**config.mk**
```make
export PLATFORM = sky130hd
export DESIGN_NAME = drop_controller_flat
export DESIGN_NICKNAME = d
export VERILOG_FILES = /design/src/rtl/drop_controller_pkg.sv /design/src/rtl/drop_controller_if.sv /design/src/rtl/drop_controller_cursor_ctrl.sv /design/src/rtl/drop_controller.sv /design/src/flat_wrapper.sv
export SDC_FILE = /design/constraint.sdc
export NUM_CORES = 1
export LEC_CHECK = 0
export ABC_AREA = 1
export BUFFER_PORTS_ARGS = -buffer_cell sky130_fd_sc_hd__buf_4
export CAP_MARGIN = 20
export CORE_MARGIN = 2
export CORE_UTILIZATION = 50
export CTS_CLUSTER_SIZE = 14
export DETAILED_ROUTE_END_ITERATION = 6
export PLACE_DENSITY = 0.89
export SLEW_MARGIN = 20
export SYNTH_ARGS = -nofsm -noshare
export SYNTH_HDL_FRONTEND = slang
export SYNTH_SLANG_ARGS = --single-unit
```
**constraint.sdc**
```tcl
create_clock -name clk -period 4.1 [get_ports clk]
set_input_delay 0.615 -clock clk [delete_from_list [all_inputs] [get_ports clk]]
set_output_delay 0.615 -clock clk [all_outputs]
set_load 0.02 [all_outputs]
```
**src/rtl/drop_controller_pkg.sv**
```systemverilog
// Shared Connect Four constants and the turn-sequencer state type.
package c4_pkg;

  localparam int unsigned NUM_ROWS = 16;
  localparam int unsigned NUM_COLS = 16;

  localparam logic PLAYER_RED = 1'b0;
  localparam logic PLAYER_GRN = 1'b1;

  typedef enum logic [2:0] {IDLE, PLACE, FALL, SWAP, OVER} ctrl_state_t;

endpackage

```
**src/rtl/drop_controller_if.sv**
```systemverilog
// Button/board inputs and turn status outputs of the drop controller.
interface drop_controller_if #(
  parameter int unsigned NUM_COLS = 16
);
  localparam int unsigned CW = $clog2(NUM_COLS);

  logic                btn_left;
  logic                btn_right;
  logic                btn_drop;
  logic [NUM_COLS-1:0] col_full;
  logic                win;
  logic                player;
  logic [CW-1:0]       cursor;
  logic [NUM_COLS-1:0] dropping;
  logic [NUM_COLS-1:0] placement;
  logic                busy;
  logic                turn_done;
  logic                game_over;
  logic                draw;

  modport master (
    output btn_left, btn_right, btn_drop, col_full, win,
    input  player, cursor, dropping, placement, busy, turn_done, game_over, draw
  );

  modport slave (
    input  btn_left, btn_right, btn_drop, col_full, win,
    output player, cursor, dropping, placement, busy, turn_done, game_over, draw
  );

endinterface

```
**src/rtl/drop_controller_cursor_ctrl.sv**
```systemverilog
// Wrap-around cursor column register; moves only while en_i is high.
module cursor_ctrl #(
  parameter int unsigned NUM_COLS = 16,
  localparam int unsigned CW = $clog2(NUM_COLS)
) (
  input  logic          clk_i,
  input  logic          rst_i,
  input  logic          en_i,
  input  logic          left_i,
  input  logic          right_i,
  output logic [CW-1:0] cursor_o
);

  localparam logic [CW-1:0] LastCol = CW'(NUM_COLS - 1);

  logic [CW-1:0] cursor_q, cursor_d;

  always_comb begin
    cursor_d = cursor_q;
    if (en_i && left_i && !right_i) begin
      cursor_d = (cursor_q == '0) ? LastCol : cursor_q - CW'(1);
    end else if (en_i && right_i && !left_i) begin
      cursor_d = (cursor_q == LastCol) ? '0 : cursor_q + CW'(1);
    end
  end

  always_ff @(posedge clk_i) begin
    if (rst_i) begin
      cursor_q <= '0;
    end else begin
      cursor_q <= cursor_d;
    end
  end

  assign cursor_o = cursor_q;

endmodule

```
**src/rtl/drop_controller.sv**
```systemverilog
// Connect Four turn sequencer: cursor, current player, drop timing, game end.
// Optional idle turn timeout enabled by defining TURN_TIMEOUT_EN.
module drop_controller #(
  parameter int unsigned NUM_COLS       = c4_pkg::NUM_COLS,
  parameter int unsigned DROP_CYCLES    = 16,
  parameter int unsigned TIMEOUT_CYCLES = 1000
) (
  input  logic              clk,
  input  logic              RST,
  drop_controller_if.slave  bus
);
  import c4_pkg::*;

  localparam int unsigned CW   = $clog2(NUM_COLS);
  localparam int unsigned CntW = $clog2(DROP_CYCLES + 1);

  if (DROP_CYCLES < NUM_ROWS - 1) begin : g_bad_drop
    $error("DROP_CYCLES too short for a piece to reach the bottom row");
  end
  if (TIMEOUT_CYCLES < 2) begin : g_bad_timeout
    $error("TIMEOUT_CYCLES must be at least 2");
  end

  ctrl_state_t         state_q;
  logic [CntW-1:0]     fall_cnt_q;
  logic                player_q;
  logic                draw_q;
  logic [CW-1:0]       cursor;
  logic [NUM_COLS-1:0] cursor_oh;
  logic                in_idle, drop_ok, move_en, accepted;
  logic                swap_pass, timeout_pass, turn_done;

  assign in_idle  = (state_q == IDLE);
  assign drop_ok  = in_idle && bus.btn_drop && !bus.col_full[cursor];
  // Any drop press, even into a full column, suppresses cursor movement.
  assign move_en  = in_idle && !bus.btn_drop;
  assign accepted = drop_ok || (move_en && (bus.btn_left ^ bus.btn_right));

  cursor_ctrl #(
    .NUM_COLS (NUM_COLS)
  ) u_cursor (
    .clk_i    (clk),
    .rst_i    (RST),
    .en_i     (move_en),
    .left_i   (bus.btn_left),
    .right_i  (bus.btn_right),
    .cursor_o (cursor)
  );

  assign swap_pass = (state_q == SWAP) && !bus.win && !(&bus.col_full);

`ifdef TURN_TIMEOUT_EN
  localparam int unsigned TW = $clog2(TIMEOUT_CYCLES);

  logic [TW-1:0] idle_cnt_q;

  assign timeout_pass = in_idle && !accepted && (idle_cnt_q == TW'(TIMEOUT_CYCLES - 1));

  // Held at zero outside IDLE so every entry into IDLE starts a fresh count.
  always_ff @(posedge clk) begin
    if (RST || !in_idle || accepted || timeout_pass) begin
      idle_cnt_q <= '0;
    end else begin
      idle_cnt_q <= idle_cnt_q + TW'(1);
    end
  end
`else
  assign timeout_pass = 1'b0;
`endif

  assign turn_done = swap_pass || timeout_pass;

  always_ff @(posedge clk) begin
    if (RST) begin
      state_q    <= IDLE;
      fall_cnt_q <= '0;
      player_q   <= PLAYER_RED;
      draw_q     <= 1'b0;
    end else begin
      if (turn_done) player_q <= ~player_q;
      case (state_q)
        IDLE:  if (drop_ok) state_q <= PLACE;
        PLACE: begin
          state_q    <= FALL;
          fall_cnt_q <= '0;
        end
        FALL: begin
          if (fall_cnt_q == CntW'(DROP_CYCLES - 1)) state_q <= SWAP;
          else fall_cnt_q <= fall_cnt_q + CntW'(1);
        end
        SWAP: begin
          if (bus.win) begin
            state_q <= OVER;
          end else if (&bus.col_full) begin
            state_q <= OVER;
            draw_q  <= 1'b1;
          end else begin
            state_q <= IDLE;
          end
        end
        OVER:    state_q <= OVER;
        default: state_q <= IDLE;
      endcase
    end
  end

  assign cursor_oh     = NUM_COLS'(1) << cursor;
  assign bus.player    = player_q;
  assign bus.cursor    = cursor;
  assign bus.dropping  = in_idle ? cursor_oh : '0;
  assign bus.placement = (state_q == PLACE) ? cursor_oh : '0;
  assign bus.busy      = (state_q == PLACE) || (state_q == FALL) || (state_q == SWAP);
  assign bus.turn_done = turn_done;
  assign bus.game_over = (state_q == OVER);
  assign bus.draw      = draw_q;

endmodule

```
**src/flat_wrapper.sv**
```systemverilog
// flat-port wrapper written by rule: the top's interface ports become plain ports
module drop_controller_flat import c4_pkg::*;
#(
  parameter int unsigned NUM_COLS       = c4_pkg::NUM_COLS,
  parameter int unsigned DROP_CYCLES    = 16,
  parameter int unsigned TIMEOUT_CYCLES = 1000
)
  (clk, RST, bus_btn_left, bus_btn_right, bus_btn_drop, bus_col_full, bus_win, bus_player, bus_cursor, bus_dropping, bus_placement, bus_busy, bus_turn_done, bus_game_over, bus_draw);
  drop_controller_if #(.NUM_COLS(NUM_COLS)) bus_i ();
  input  logic clk;
  input  logic RST;
  input wire logic [$bits(bus_i.btn_left)-1:0] bus_btn_left;
  input wire logic [$bits(bus_i.btn_right)-1:0] bus_btn_right;
  input wire logic [$bits(bus_i.btn_drop)-1:0] bus_btn_drop;
  input wire logic [$bits(bus_i.col_full)-1:0] bus_col_full;
  input wire logic [$bits(bus_i.win)-1:0] bus_win;
  output wire logic [$bits(bus_i.player)-1:0] bus_player;
  output wire logic [$bits(bus_i.cursor)-1:0] bus_cursor;
  output wire logic [$bits(bus_i.dropping)-1:0] bus_dropping;
  output wire logic [$bits(bus_i.placement)-1:0] bus_placement;
  output wire logic [$bits(bus_i.busy)-1:0] bus_busy;
  output wire logic [$bits(bus_i.turn_done)-1:0] bus_turn_done;
  output wire logic [$bits(bus_i.game_over)-1:0] bus_game_over;
  output wire logic [$bits(bus_i.draw)-1:0] bus_draw;
  assign bus_i.btn_left = bus_btn_left;
  assign bus_i.btn_right = bus_btn_right;
  assign bus_i.btn_drop = bus_btn_drop;
  assign bus_i.col_full = bus_col_full;
  assign bus_i.win = bus_win;
  assign bus_player = bus_i.player;
  assign bus_cursor = bus_i.cursor;
  assign bus_dropping = bus_i.dropping;
  assign bus_placement = bus_i.placement;
  assign bus_busy = bus_i.busy;
  assign bus_turn_done = bus_i.turn_done;
  assign bus_game_over = bus_i.game_over;
  assign bus_draw = bus_i.draw;
  drop_controller #(.NUM_COLS(NUM_COLS), .DROP_CYCLES(DROP_CYCLES), .TIMEOUT_CYCLES(TIMEOUT_CYCLES)) u_core (.clk(clk), .RST(RST), .bus(bus_i));
endmodule
```
======== After elaboration in Yosys (flattened, before gate mapping) ========
Index checks and enable logic that the tools add are counted.
storage, ports and cells
  flip-flop bits (word level) ............. 14
  output and inout port bits .............. 41
  logic and storage cells ................. 61
cells by class
  add/subtract/negate cells ............... 3
  bitwise gates (word level) .............. 2
  eq/ne operators ......................... 9
  multiplexer cells ....................... 15
  $lt $le $gt $ge ......................... 1
  reduce and logical (&&, ||, !) cells .... 25
  shift-type cells ........................ 1
operators by type and width
  kind                                                  count
  two-way mux 16 bit                                    2
  AND reduction 18 bit                                  1
  two-way mux 4 bit                                     4
  AND reduction 16 bit                                  1
  << shifter 1 x 4 -> 16 bit (first input constant)     1
  one-hot mux 3 bit (5 select lines)                    1
  two-way mux 3 bit                                     4
  one-hot mux 5 bit (2 select lines)                    1
  logical AND 1 bit                                     9
  equality test 3 x 2 -> 1 bit (second input constant)  2
  logical NOT 1 bit                                     6
  adder 5 x 1 -> 5 bit (second input constant)          1
  equality test 5 x 4 -> 1 bit (second input constant)  1
  < comparator 4 x 5 -> 1 bit (second input constant)   1
  two-way mux 5 bit                                     1
  adder 4 x 1 -> 4 bit (second input constant)          1
  binary-select mux 1 bit (select 4 bit)                1
  equality test 4 bit (second input constant)           1
  logical NOT 4 bit                                     1
  inequality test 2 bit (second input constant)         2
  AND reduction 2 bit                                   2
  nonzero test 2 bit                                    2
  subtractor 4 x 1 -> 4 bit (second input constant)     1
  equality test 3 x 1 -> 1 bit (second input constant)  1
  6 further kinds                                       8

======== Longest topological paths before layout ========
Gate-level depths: netlist of run 1.
  depth in word-level cells ............... 6
  depth in mapped cells ................... 12
  depth with buffers taken out ............ 11

======== Modules after synthesis ========
A second synthesis of run 1 with hierarchy kept.
second synthesis, totals
  cells, all modules ...................... 239
  area total of the unflattened synthesis .. 1330.0 sq um
by module, submodules not included
  module           times used  sequential area each (sq um)  cells each  area an instance (sq um)
  drop_controller  1           200.2                         187         1012.2
  cursor_ctrl      1           80.1                          52          317.8

======== Least setup slack after synthesis of run 1 ========
No wires, ideal clock.
  path type ............................... register to output
  from .................................... reg u_core.u_cursor.cursor_q[1] (netlist: u_core.u_cursor.cursor_o[1])
  to ...................................... out bus_dropping[13]
  path slack .............................. 1.991 ns
  cell stages (with the launch flop) ...... 6
  required time ........................... 3.485 ns
  data arrival time ....................... 1.494 ns
  cell sequence ........................... dfxtp_1 -> buf_2 -> inv_1 -> ha_1 -> inv_1 -> nor3_1
between the ends
  longest elaborated chain between the ends .. 2
ends and longest elaborated chain
  item                        RTL line                           source
  from (decl)                 drop_controller_cursor_ctrl.sv:16  logic [CW-1:0] cursor_q, cursor_d;
  from (signal assigned)      drop_controller_cursor_ctrl.sv:31  cursor_q <= cursor_d;
  << shifter 1 x 4 -> 16 bit  drop_controller.sv:107             assign cursor_oh = NUM_COLS'(1) << cursor;
  two-way mux 16 bit          drop_controller.sv:110             assign bus.dropping = in_idle ? cursor_oh : '0;
  to (decl)                   flat_wrapper.sv:19                 output wire logic [$bits(bus_i.dropping)-1:0] bus_dropping;
Every way passes these cells.

======== Worst setup path in the final report of run 1 ========
  from .................................... reg u_core.u_cursor.cursor_q[0] (netlist: u_core.u_cursor.cursor_o[0])
  to ...................................... out bus_placement[0]
between the ends
  longest elaborated chain between the ends .. 2
ends and longest elaborated chain
  item                        RTL line                source
  << shifter 1 x 4 -> 16 bit  drop_controller.sv:107
  two-way mux 16 bit          drop_controller.sv:111  assign bus.placement = (state_q == PLACE) ? cursor_oh : '0;
  to (decl)                   flat_wrapper.sv:20      output wire logic [$bits(bus_i.placement)-1:0] bus_placement;
Every way passes these cells.

==> results of run 1 <==
## per-layer routing
metal,global-route usage (%),routed length (um)
met2,45.0,1700
met5,0,0
met4,3.25,16
met1,27.7,1460
met3,5.11,222
## final cells by class
type / instances / area [um2] / area share [%]
clock buffer: 4 / 36.3 / 2.00
inverter: 39 / 148 / 8.13
multi-input combinational: 164 / 850 / 46.8
sequential: 14 / 280 / 15.4
tap: 30 / 37.5 / 2.07
timing repair buffer: 62 / 465 / 25.6
## power groups by stage
stage                     Sequential [mW]  Clock, mW  Combinational, mW
final                               0.198      0.101              0.486
after detailed placement            0.200          0              0.484
after CTS                           0.197      0.103              0.486
after global placement              0.199          0              0.471
after floorplan                     0.191          0              0.343
after global routing                0.203      0.108              0.532
## tightest hold or removal path: stages, from the launching register on
cell,delay (ns)
dfxtp_1,0.34
a31oi_1,0.04
nor2_1,0.07
## cells by family (layout without fill, tap and decap cells)
group	count (synthesis)	in the layout	share of synthesized area [%]
simple gates	130	130	45.9
xor+xnor	1	1	0.671
fa+ha+maj	9	9	8.62
flops	14	14	21.5
compound gates	24	24	9.87
buf+inv	45	105	13.5
## synth_stat cells, types with 2 or more instances
cell and count:
dfxtp_1 14, nor3_1 27, ha_1 9, nand4_1 4, nand3_1 11, a31oi_1 3
nand2_1 45, a21oi_1 9, buf_2 5, inv_1 37, o21ai_0 10, nand2_4 2
nor2_1 31, nor2_2 3
## worst paths after layout
path	slack, ns	depth (start not counted)	end	from
max	1.49	5	bus_placement[0]	u_core.u_cursor.cursor_o[0]
min	0.48	2	u_core.bus.draw	u_core.bus.draw
max reg2reg	2.16	6	u_core.u_cursor.cursor_o[2]	u_core.u_cursor.cursor_o[0]
min reg2reg	0.48	2	u_core.bus.draw	u_core.bus.draw
## registers in the layout (all words and copies together), names as in the netlist
signal	cells
u_core.bus.draw	1
u_core.bus.player	1
u_core.fall_cnt_q	5
u_core.state_q	3
u_core.u_cursor.cursor_o	4
==> impl_metrics.ini, run 1 <==
[worst_setup_path]
cp_max_fo = 16
path_cells = inv_1 > ha_1 > nand2_1 > nor2_1 > buf_4
cp-end-kind = primary output
worstSetupStartpointType = flip-flop
critPathSlowestCell = dfxtp_1
required_ns = 3.48
slowest_delay_ns = 0.64
cp_num_buf_inv = 2
path_class = flip-flop to primary output
worstPathArrival_ns = 1.99
crit_family = flip-flops

[yosys]
syn-cell-area_mm2 = 0.00131
async_flop_share_pct = 0
synth_nets = 254
avgSynthCellArea_um2 = 5.86
synth_seq_cells = 14
synth_top_area_share_pct = 21.5
synth_edf_count = 0
synth_area_leaders = dfxtp_1 21%, nand2_1 13%, inv_1 11%
syn_inst = 223
yosysTopAreaCell = dfxtp_1
synth.yosys.seq_area_share_pct = 21.5
ys.flop_type = dfxtp_1
synth_cell_types = 27
ys.warnings.count = 0

[sta]
layout_setup_ws_ns = 1.49
worst_slew_pin_slew_ns = 0.507
totalNegativeSetupSlack_ns = 0
setup_viol = 0
drv_slew = 0
fmax_mhz = 384
skew_ns = 0.00803
finalCritPeriodShare_pct = 63.6
hold_violations = 0
hold_ws_ns = 0.483
rsz0062_at_grt = no
finalCriticalPeriod_ns = 2.61
maxSlewHeadroom_pct = 66.1

[place]
portBuffers = 62
place_area_mm2 = 0.00178
place_congestion = 0.934
pre_cts_ws_ns = 1.85
place_inst = 309
hpwlAfterDp_mm = 2.67

[floorplan]
dieArea_mm2 = 0.00304
die-width_um = 55.1
core-area_mm2 = 0.00248
die_h_um = 55.1
rows = 18
start_util_pct = 52.7
io_pins = 63

[routing]
vias_per_cell = 5.08
wl_mm = 3.40
first_iter_violations = 34
post-route-drc-count = 0
wl_per_cell_um = 10.9
ant_nets = 0
vias = 1589
dr.pass1.iters = 6

[grt]
antenna_found_initial = 0
grt_max_degree = 19
grt_usage_pct = 23.8
grt_pass1_wl_mm = 5.35
overflow = 0
grt_pass1_vias = 1287

[cts]
cts_setup_buffers = 0
cts.sinks = 14
cts.clk_slew.worst_paths_ns = 0.08
clock_latency_ns = 0.29
numCtsBuffers = 3
ctsResizeCount = 0
clk_path_buf_depth = 2
htree_levels = 1
cts_tree = yes
cts_root_buf = clkbuf_4
hold_buffers = 0

[finish]
stdcell_count = 313
num_antenna_cells = 0
design_area_mm2 = 0.00182
n_fill_cell = 239
fin_util_pct = 73.3
final_cell_mix = 62 x buf_4, 45 x nand2_1, 37 x inv_1
drive_above_1_share_pct = 27.6
nNetsFinal = 315
final_common_cell = buf_4
synthToLayoutAreaGrowth_pct = 39.1

[power]
switching_share_pct = 52.5
powerDensity_mw_per_mm2 = 432
clockPowerShare_pct = 12.9
pwr-share-comb_pct = 61.9
internal_power_mw = 0.373
peakVddDrop_uv = 421
leakagePower_nw = 0.920
p_sw_mw = 0.412
p_seq_share_pct = 25.2
power_mw = 0.785

[run_status]
status = complete, no violations

[worst_hold_path]
hold_class = flip-flop to flip-flop

[job]
cap_violations = 0
Note: power is estimated with default switching activity, not from simulation.
==> run 2, diff against run 1 <==
CORE_UTILIZATION = 42   (was 50)
PLACE_DENSITY = 0.8   (was 0.89)
clock period = 2.32 ns   (was 4.1 ns; I/O delays follow)
==> impl_metrics.ini, run 2 (synthesized netlist as in run 1, its figures left out) <==
[finish]
final_common_cell = buf_4
top_register = u_core.fall_cnt_q
synthToLayoutAreaGrowth_pct = 40.5
largest_reg_flops = 5
num_antenna_cells = 0
drive_above_1_share_pct = 28.1
nNetsFinal = 317
final_cell_mix = 64 x buf_4, 45 x nand2_1, 37 x inv_1
fin_util_pct = 61.1

[routing]
wl_mm = 3.43
vias_per_cell = 5.01
post-route-drc-count = 0
vias = 1593
dr.pass1.iters = 4
wl_per_cell_um = 10.8
first_iter_violations = 91
ant_nets = 0

[grt]
grt_pass1_wl_mm = 5.64
grt_usage_pct = 19.9
grt_pass1_vias = 1296
grt_max_degree = 19
antenna_found_initial = 0
overflow = 0

[sta]
skew_ns = 0.00447
setup_viol = 0
finalCritPeriodShare_pct = 86.9
rsz0062_at_grt = no
drv_slew = 0
fmax_mhz = 496
finalCriticalPeriod_ns = 2.02
worst_slew_pin_slew_ns = 0.418
hold_violations = 0
maxSlewHeadroom_pct = 72.1
totalNegativeSetupSlack_ns = 0

[job]
cap_violations = 0

[worst_setup_path]
cpMostUsedCell = inv_1
worstSetupStartpointType = flip-flop
path_class = flip-flop to primary output
r2r-start = u_core.fall_cnt_q[0]
reg2reg_depth = 9
cp-end-kind = primary output
r2r_slack_ns = 0.65
path_cells = inv_1 > nor2_1 > inv_1 > nor3_1 > buf_4
cp_max_fo = 11
rr_endpoint = u_core.fall_cnt_q[3]
critPathSlowestCell = dfxtp_1
required_ns = 1.97
slowest_delay_ns = 0.51
worstPathArrival_ns = 1.67

[worst_hold_path]
holdPathStages = 2
worstHoldStart = RST
holdPathEnd = u_core.fall_cnt_q[4]
hold_class = input pin to flip-flop

[cts]
numCtsBuffers = 3
cts_root_buf = clkbuf_4
ctsResizeCount = 0
cts.clk_slew.worst_paths_ns = 0.09
clock_latency_ns = 0.28
htree_levels = 1
cts_setup_buffers = 0
clk_path_buf_depth = 2
cts.sinks = 14
cts_tree = yes
hold_buffers = 0

[power]
powerDensity_mw_per_mm2 = 757
leakagePower_nw = 0.930
peakVddDrop_uv = 397

[place]
portBuffers = 62
place_congestion = 0.819
hpwlAfterDp_mm = 2.72

[floorplan]
core-area_mm2 = 0.00300
dieArea_mm2 = 0.00357
die_h_um = 59.8
die-width_um = 59.8
io_pins = 63
start_util_pct = 43.5
rows = 20

[run_status]
status = complete, no violations
-- run 2: worst max path at each step --
| stage | start | end | slack (ns) | cells past startpoint |
|---|---|---|---|---|
| 2_1_floorplan | u_core.u_cursor.cursor_o[1] | bus_dropping[13] | 0.48 | 5 |
| 3_5_place_dp | u_core.u_cursor.cursor_o[3] | bus_dropping[8] | 0.63 | 5 |
| 3_3_place_gp | u_core.u_cursor.cursor_o[1] | bus_dropping[15] | 0.66 | 6 |
| 4_1_cts | u_core.u_cursor.cursor_o[3] | bus_dropping[8] | 0.30 | 5 |
| 5_1_grt | u_core.u_cursor.cursor_o[3] | bus_placement[9] | 0.15 | 5 |
| 6_report | u_core.u_cursor.cursor_o[3] | bus_placement[8] | 0.30 | 5 |
-- run 2: metal layers --
metal	track usage [%]	wire length [um]	vias to the layer above
met5	0	0	-
met4	1.90	0	0
met2	31.7	1550	57
met1	28.3	1670	694
li1	-	-	842
met3	4.76	210	0
-- run 2: power breakdown --
part	switching [mW]	internal, mW
Clock	0.0814	0.0955
Sequential	0.0444	0.280
Combinational	0.595	0.293
Total	0.720	0.669
-- run 2: final cells by class --
class | count | area (um2)
Clock buffer | 4 | 36.3
Tap cell | 33 | 41.3
Sequential cell | 14 | 280
Timing Repair Buffer | 64 | 480
Inverter | 39 | 148
Fill cell | 318 | 1170
Multi-Input combinational cell | 164 | 850
-- run 2: worst max-delay path: cells and delay by family (launching register included) --
family / cells / cell delay [ns]
flip-flops: 1 / 0.51
AND/OR/NAND/NOR: 2 / 0.37
buffers and inverters: 3 / 0.49
-- run 2: through the flow --
step           hold slack [ns]  power (mW)  instance area [um2]  std cells  setup WS, ns
2_1_floorplan            0.417       0.944                 1310        223         0.478
3_3_place_gp             0.467        1.20                 1800        314         0.663
3_5_place_dp             0.467        1.22                 1800        314         0.631
4_1_cts                  0.260        1.39                 1840        318         0.301
5_1_grt                  0.258        1.52                 1840        318         0.155
6_report                 0.268        1.39                 1840        318         0.304
==> run 3, diff against run 2 <==
CORE_UTILIZATION = 50   (was 42)
PLACE_DENSITY = 0.89   (was 0.8)
clock period = 2.5 ns   (was 2.32 ns; I/O delays follow)
==> impl_metrics.ini, run 3 (synthesized netlist as in run 1, its figures left out) <==
[finish]
nNetsFinal = 317
synthToLayoutAreaGrowth_pct = 39.2
drive_above_1_share_pct = 27.8
final_common_cell = buf_4
num_antenna_cells = 0
final_cell_mix = 64 x buf_4, 45 x nand2_1, 37 x inv_1
design_area_mm2 = 0.00182
largest_reg_flops = 5
n_fill_cell = 228
top_register = u_core.fall_cnt_q

[floorplan]
io_pins = 63
core-area_mm2 = 0.00248
dieArea_mm2 = 0.00304
die-width_um = 55.1
rows = 18
start_util_pct = 52.7
die_h_um = 55.1

[job]
cap_violations = 0

[sta]
rsz0062_at_grt = no
skew_ns = 0.00491
maxSlewHeadroom_pct = 74.8
setup_viol = 0
totalNegativeSetupSlack_ns = 0
worst_slew_pin_slew_ns = 0.375
hold_violations = 0
finalCritPeriodShare_pct = 83.4
fmax_mhz = 479
drv_slew = 0
finalCriticalPeriod_ns = 2.09

[power]
peakVddDrop_uv = 553
clockPowerShare_pct = 9.8
p_seq_share_pct = 25.2
powerDensity_mw_per_mm2 = 685
switching_share_pct = 52.9
p_sw_mw = 0.658
pwr-share-comb_pct = 65.0
leakagePower_nw = 0.923
internal_power_mw = 0.587

[worst_setup_path]
reg2reg_depth = 9
r2r-start = u_core.fall_cnt_q[0]
cp_max_fo = 13
worstPathArrival_ns = 1.71
path_class = flip-flop to primary output
required_ns = 2.12
worstSetupStartpointType = flip-flop
crit_start = u_core.u_cursor.cursor_o[0]
cp-end-kind = primary output

[routing]
vias_per_cell = 5.04
wl_per_cell_um = 10.7
dr.pass1.iters = 4
post-route-drc-count = 0
first_iter_violations = 23
wl_mm = 3.35
ant_nets = 0
vias = 1584

[grt]
antenna_found_initial = 0
grt_pass1_vias = 1181
overflow = 0
grt_max_degree = 19
grt_usage_pct = 22.6
grt_pass1_wl_mm = 5.05

[cts]
ctsResizeCount = 0
cts_setup_buffers = 0
cts_root_buf = clkbuf_4
numCtsBuffers = 3
hold_buffers = 0
clk_path_buf_depth = 2
cts.sinks = 14
clock_latency_ns = 0.28
cts.clk_slew.worst_paths_ns = 0.08
htree_levels = 1
cts_tree = yes

[run_status]
status = complete, no violations

[worst_hold_path]
holdPathStages = 2
worstHoldStart = RST
hold_class = input pin to flip-flop

[place]
portBuffers = 62
place_area_mm2 = 0.00180
hpwlAfterDp_mm = 2.65
place_congestion = 0.867
run 3: cell types whose count changed in the layout (fill, tap and decap cells not counted), sizes merged:
cell	delta
clkbuf	-1
run 3: worst max-delay path, cell delays in order, from the launching register on:
cell and delay, ns:
dfxtp_1 0.38, inv_1 0.32, ha_1 0.26, nand2_1 0.14, nor2_1 0.18, buf_4 0.16
run 3: area by class of cell:
| class | count | area (um2) | area share (%) |
|---|---|---|---|
| well taps | 30 | 37.5 | 2.06 |
| inverters | 39 | 148 | 8.12 |
| multi-input cells | 164 | 850 | 46.7 |
| flip-flops and latches | 14 | 280 | 15.4 |
| repair buffers | 64 | 480 | 26.4 |
| clock buffers | 3 | 22.5 | 1.24 |
run 3: final timing paths:
path,slack [ns],to
hold / removal,0.31,u_core.state_q[1]
hold reg to reg,0.49,u_core.bus.draw
setup reg to reg,0.87,u_core.fall_cnt_q[3]
setup / recovery,0.41,bus_placement[0]
run 3: per-stage QoR:
step	util [%]	instances	setup slack, ns	power [mW]	hold slack (ns)
after global routing	73.4	314	0.222	1.35	0.306
after CTS	73.4	314	0.404	1.25	0.306
after floorplan	-	223	0.631	0.876	0.444
final	73.4	314	0.414	1.25	0.306
after global placement	72.5	311	0.772	1.11	0.463
after detailed placement	72.5	311	0.713	1.12	0.472
run 3: per-layer routing:
metal | track usage, % | vias to the layer above | wire length (um)
met5 | 0 | - | 0
met4 | 1.22 | 0 | 7
met3 | 3.23 | 2 | 189
met2 | 42.1 | 51 | 1660
met1 | 28.6 | 694 | 1500
li1 | - | 837 | -
run 3: power groups by stage:
stage	Combinational (mW)	Sequential [mW]	Clock (mW)
2_1_floorplan	0.562	0.314	0
3_3_place_gp	0.798	0.313	0
3_5_place_dp	0.806	0.315	0
4_1_cts	0.813	0.312	0.125
5_1_grt	0.890	0.321	0.134
6_report	0.810	0.313	0.122
